===== src/rtl/inst_fetch.sv =====
// Instruction fetch stage: owns the PC, issues credit-limited in-order imem reads,
// tags each request with its PC and buffers returned words for the decoder.
module inst_fetch #(
    parameter logic [31:0] RESET_PC        = 32'h0100_0000,
    parameter int          MAX_OUTSTANDING = 2,
    parameter int          FIFO_DEPTH      = 2
) (
    input  logic        clk,
    input  logic        reset,
    output logic        imem_req_valid,
    input  logic        imem_req_ready,
    output logic [31:0] imem_req_addr,
    input  logic        imem_rsp_valid,
    input  logic [31:0] imem_rsp_data,
    input  logic        redirect_valid,
    input  logic [31:0] redirect_pc,
    output logic        inst_valid,
    input  logic        inst_ready,
    output logic [31:0] inst,
    output logic [31:0] inst_pc
);
    localparam int OW  = $clog2(MAX_OUTSTANDING + 1);
    localparam int FW  = $clog2(FIFO_DEPTH + 1);
    localparam int TPW = (MAX_OUTSTANDING > 1) ? $clog2(MAX_OUTSTANDING) : 1;
    localparam int FPW = (FIFO_DEPTH > 1) ? $clog2(FIFO_DEPTH) : 1;

    logic [31:0]    pc_q;
    logic [OW-1:0]  outstanding;
    logic [OW-1:0]  drop_cnt;
    logic [FW-1:0]  fifo_count;
    logic [TPW-1:0] tag_wr;
    logic [TPW-1:0] tag_rd;
    logic [FPW-1:0] fifo_wr;
    logic [FPW-1:0] fifo_rd;

    logic [31:0] tag_mem   [MAX_OUTSTANDING];
    logic [31:0] fifo_pc   [FIFO_DEPTH];
    logic [31:0] fifo_data [FIFO_DEPTH];

    logic req_fire;
    logic fifo_push;
    logic fifo_pop;

    function automatic logic [TPW-1:0] tag_inc(input logic [TPW-1:0] p);
        return (p == TPW'(MAX_OUTSTANDING - 1)) ? '0 : p + TPW'(1);
    endfunction

    function automatic logic [FPW-1:0] fifo_inc(input logic [FPW-1:0] p);
        return (p == FPW'(FIFO_DEPTH - 1)) ? '0 : p + FPW'(1);
    endfunction

    // Every in-flight word already owns a buffer slot, so a response can always be pushed.
    assign imem_req_valid = !reset && !redirect_valid
                          && (int'(outstanding) < MAX_OUTSTANDING)
                          && (int'(outstanding) + int'(fifo_count) < FIFO_DEPTH);
    assign imem_req_addr  = pc_q;
    assign req_fire       = imem_req_valid && imem_req_ready;
    assign fifo_push      = imem_rsp_valid && (drop_cnt == '0) && !redirect_valid;
    assign inst_valid     = (fifo_count != '0) && !redirect_valid;
    assign fifo_pop       = inst_valid && inst_ready;
    assign inst           = (fifo_count != '0) ? fifo_data[fifo_rd] : '0;
    assign inst_pc        = (fifo_count != '0) ? fifo_pc[fifo_rd]   : '0;

    // NOTE: sequential state uses <= so every register samples pre-edge values.
    always_ff @(posedge clk or posedge reset) begin
        if (reset) begin
            pc_q        <= RESET_PC;
            outstanding <= '0;
            drop_cnt    <= '0;
            fifo_count  <= '0;
            tag_wr      <= '0;
            tag_rd      <= '0;
            fifo_wr     <= '0;
            fifo_rd     <= '0;
        end else begin
            if (req_fire) begin
                pc_q   <= pc_q + 32'd4;
                tag_wr <= tag_inc(tag_wr);
            end
            if (imem_rsp_valid) begin
                tag_rd <= tag_inc(tag_rd);
            end
            case ({req_fire, imem_rsp_valid})
                2'b10:   outstanding <= outstanding + OW'(1);
                2'b01:   outstanding <= outstanding - OW'(1);
                default: ;
            endcase

            if (redirect_valid) begin
                // Everything still in flight after this edge is stale.
                pc_q       <= redirect_pc & ~32'd3;
                drop_cnt   <= outstanding - OW'(imem_rsp_valid);
                fifo_count <= '0;
                fifo_wr    <= '0;
                fifo_rd    <= '0;
            end else begin
                if (imem_rsp_valid && (drop_cnt != '0)) begin
                    drop_cnt <= drop_cnt - OW'(1);
                end
                if (fifo_push) begin
                    fifo_wr <= fifo_inc(fifo_wr);
                end
                if (fifo_pop) begin
                    fifo_rd <= fifo_inc(fifo_rd);
                end
                case ({fifo_push, fifo_pop})
                    2'b10:   fifo_count <= fifo_count + FW'(1);
                    2'b01:   fifo_count <= fifo_count - FW'(1);
                    default: ;
                endcase
            end
        end
    end

    // NOTE: storage arrays carry no reset; the occupancy counters alone decide validity.
    always_ff @(posedge clk) begin
        if (req_fire) begin
            tag_mem[tag_wr] <= pc_q;
        end
        if (fifo_push) begin
            fifo_pc[fifo_wr]   <= tag_mem[tag_rd];
            fifo_data[fifo_wr] <= imem_rsp_data;
        end
    end

endmodule


===== config.mk =====
export PLATFORM = sky130hd
export DESIGN_NAME = inst_fetch
export DESIGN_NICKNAME = d
export VERILOG_FILES = /design/src/rtl/inst_fetch.sv
export SDC_FILE = /design/constraint.sdc
export NUM_CORES = 1
export LEC_CHECK = 0
export CAP_MARGIN = 20
export CORE_MARGIN = 2
export CORE_UTILIZATION = 52
export DETAILED_ROUTE_END_ITERATION = 6
export PLACE_DENSITY_LB_ADDON = 0.3
export SLEW_MARGIN = 20
export SYNTH_ARGS = -nofsm -noshare
export SYNTH_HDL_FRONTEND = slang
export SYNTH_SLANG_ARGS = --single-unit

===== constraint.sdc =====
create_clock -name clk -period 8 [get_ports clk]
set_input_delay 0.8 -clock clk [delete_from_list [all_inputs] [get_ports clk]]
set_output_delay 0.8 -clock clk [all_outputs]
set_load 0.03 [all_outputs]

==> flow_summary.ini <==
[route]
drc = 0
wl_per_cell_um = 18.34
viasPerCell = 5.558
dr_total_vias = 5797
drtAntennaViolNets = 0
routed_wl_mm = 19.13
firstDrtPassIters = 5
drt-initial-drc-count = 461

[critical_path]
end_kind = flip-flop
crit_family = simple AND/OR/NAND/NOR gates
cp-startpoint = redirect_valid
worstPathArrival_ns = 4.09
slowest_delay_ns = 0.73
slowest_stage = and2_1
path_cells = clkdlybuf4s50_1 > buf_4 > nor4_2 > and2_1 > inv_2 > or4_4 > o31ai_1 > o21bai_1
crit_cells = 8
reg2reg_to = imem_req_addr[16]
critPathBufInv = 3
r2r_setup_slack_ns = 4.36
crit_type = primary input to flip-flop
r2r_start = fifo_count[0]
worstSetupStartpointType = primary input
reg2reg_depth = 8
required_ns = 8.42
path_max_fanout = 50
setup.worst_path.end = imem_req_addr[16]

[timing]
rsz0062_at_grt = false
max_slew_margin_pct = 39.82
fin_skew_ns = 0.01367
fin_crit_sh_pct = 45.93
fmax_mhz = 272.2
setup_viol_count_final = 0
slew_violations = 0
whs_ns = 0.5133
worst_pin_slew_ns = 0.8959
fin_crit_ns = 3.674
tns_ns = 0
finalWorstSetupSlack_ns = 4.326
finalHoldViolations = 0

[clock_tree]
cts_tree = done
cts-root-buf = clkbuf_16
clockBufferDepth = 3
clk_latency_ns = 0.50
ctsHoldBuffers = 0
cts_setup_buffers = 0
cts.clk_slew.worst_paths_ns = 0.06
numCtsBuffers = 23
numClockSinks = 224
cts_resized = 0
h-tree-depth = 1

[floorplanning]
die_w_um = 137.1
rows = 48
start_util_pct = 53.22
die_h_um = 137.1
core_area_um2 = 17300
ios = 168
dieArea_um2 = 18780

[final_layout]
fin_util_pct = 68.70
n_fill_cell = 1176
final_cells = 1043
multi_input_area_um2 = 2536
diodes = 0
design_area_um2 = 11880
layout.nets = 876
area_growth_pct = 29.09
drive_gt1_share_pct = 10.76
seqCellArea_um2 = 6531

[logic_synthesis]
synth_cells = 634
syn_area_um2 = 9205
ys_async_sr_fraction_pct = 17.86
yosysSeqAreaShare_pct = 70.91
synth_flop_cell = edfxtp_1
synth.distinct_cells = 51
synth_area_per_cell_um2 = 14.52
synth_edf_count = 184
ys_seq_elements = 224
ys_warn_count = 0

[status]
status = complete, no violations

[power]
p_total_mw = 3.193
switching_share_pct = 26.96
peakVddDrop_v = 0.0001913
leakage_nw = 4.006
p_clk_share_pct = 34.2
cellInternalPower_mw = 2.332
power.density_nw_per_um2 = 268.7
p_seq_share_pct = 46.5
switchingPower_mw = 0.8609
comb_power_share_pct = 19.2

[global_route]
grt_max_degree = 64
grtUsageTotal_pct = 20.36
grt_pass1_vias = 5731
antenna_found_initial = 0
grt_overflow = 0
grt_pass1_wl_mm = 29.39

[placed_design]
io_buffers = 161
dp_slack_ns = 3.875
dp.cells = 1000
gp_congestion = 0.8397
post_dp_cell_area_um2 = 11060
dp_hpwl_mm = 12.08

[hold_path]
min_from = tag_wr
hold_class = flip-flop to flip-flop

[job]
maxCapViolCount = 0
## kinds of logic after synthesis
family	count (synthesis)	synth area share (%)
mux	97	10.96
simple gates	195	9.950
compound gates	55	3.983
buf+inv	41	1.876
fa+ha+maj	5	0.7612
xor+xnor	16	1.522
flops	224	70.91
other cells	1	0.04074
## worst min path at each step
| stage | end | slack [ns] | cells after the start |
|---|---|---|---|
| 3_5_place_dp | tag_wr | 0.50 | 1 |
| 5_1_grt | outstanding[0] | 0.56 | 1 |
| 3_3_place_gp | tag_wr | 0.49 | 1 |
| 4_1_cts | tag_wr | 0.51 | 1 |
| 6_report | tag_wr | 0.51 | 1 |
| 2_1_floorplan | tag_wr | 0.46 | 1 |
## routing by layer
layer	vias up	part of all wire (%)	GRT usage, %
met3	44	8.0	3.704
met4	0	3.0	7.847
met5	-	0	0
met2	269	47	33.94
li1	2699	-	-
met1	2785	42	26.71
## final cells by class
| type | instances | area share, % |
|---|---|---|
| inverter | 10 | 0.3159 |
| tap | 225 | 2.369 |
| clock inverter | 10 | 1.243 |
| multi-input combinational | 372 | 21.34 |
| timing repair buffer | 170 | 14.30 |
| sequential | 224 | 54.96 |
| clock buffer | 32 | 5.465 |
## power by group through the flow
stage               clock network (mW)  logic, mW  registers, mW
finish                            1.09      0.614           1.49
global placement                     0      0.586           1.51
floorplan                            0      0.378           1.50
CTS                               1.11      0.609           1.50
detailed placement                   0      0.603           1.52
global route                      1.16      0.660           1.50
## flip-flops by register name, indices dropped and copies added, names as in the netlist
register,cells
drop_cnt,2
fifo_count,2
fifo_data,64
fifo_pc,60
fifo_rd,1
fifo_wr,1
imem_req_addr,30
outstanding,2
tag_mem,60
tag_rd,1
tag_wr,1
## cell usage in the layout (no fill, tap or decap), drive strengths merged, types with 2 or more instances in the layout
master / n
nand3: 22
conb: 4
or4: 3
inv: 11
and2: 4
o211ai: 11
a21o: 2
nand3b: 3
nor3: 5
bufinv: 3
nor2: 84
dfrtp: 39
o21ai: 17
xnor2: 8
clkdlybuf4s50: 161
edfxtp: 184
mux2: 30
ha: 4
nand2: 45
o311ai: 3
xor2: 8
clkinv: 3
a21oi: 6
or3: 4
nand4: 11
a41oi: 2
nor4: 7
buf: 9
clkinvlp: 3
nor2b: 3
o31ai: 3
mux2i: 67
a31oi: 2
clkbuf: 32
## Yosys cell counts, types with 2 or more instances
cell type  count  share of area [%]
a31oi_1        2               0.14
or3_1          4               0.27
inv_1          9               0.37
a21oi_1        6               0.33
xor2_1         8               0.76
nand2_1       45                1.8
nand3_1       22                1.2
buf_4          5               0.41
buf_1          7               0.29
nand4_1       10               0.68
nor2b_1        3               0.20
and2_1         4               0.27
clkbuf_1      19               0.77
o21ai_0       17               0.92
o211ai_1      11               0.90
xnor2_1        8               0.76
o31ai_1        3               0.24
mux2i_1       67                7.3
a41oi_1        2               0.19
mux2_2        30                3.7
ha_1           4               0.54
nand3b_1       3               0.24
dfrtp_1       39                 11
or4_1          2               0.16
edfxtp_1     184                 60
a21o_1         2               0.16
o311ai_0       3               0.29
nor3_1         5               0.27
nor2_1        84                3.4
nor4_1         5               0.34
(Power assumes the default switching activity.)
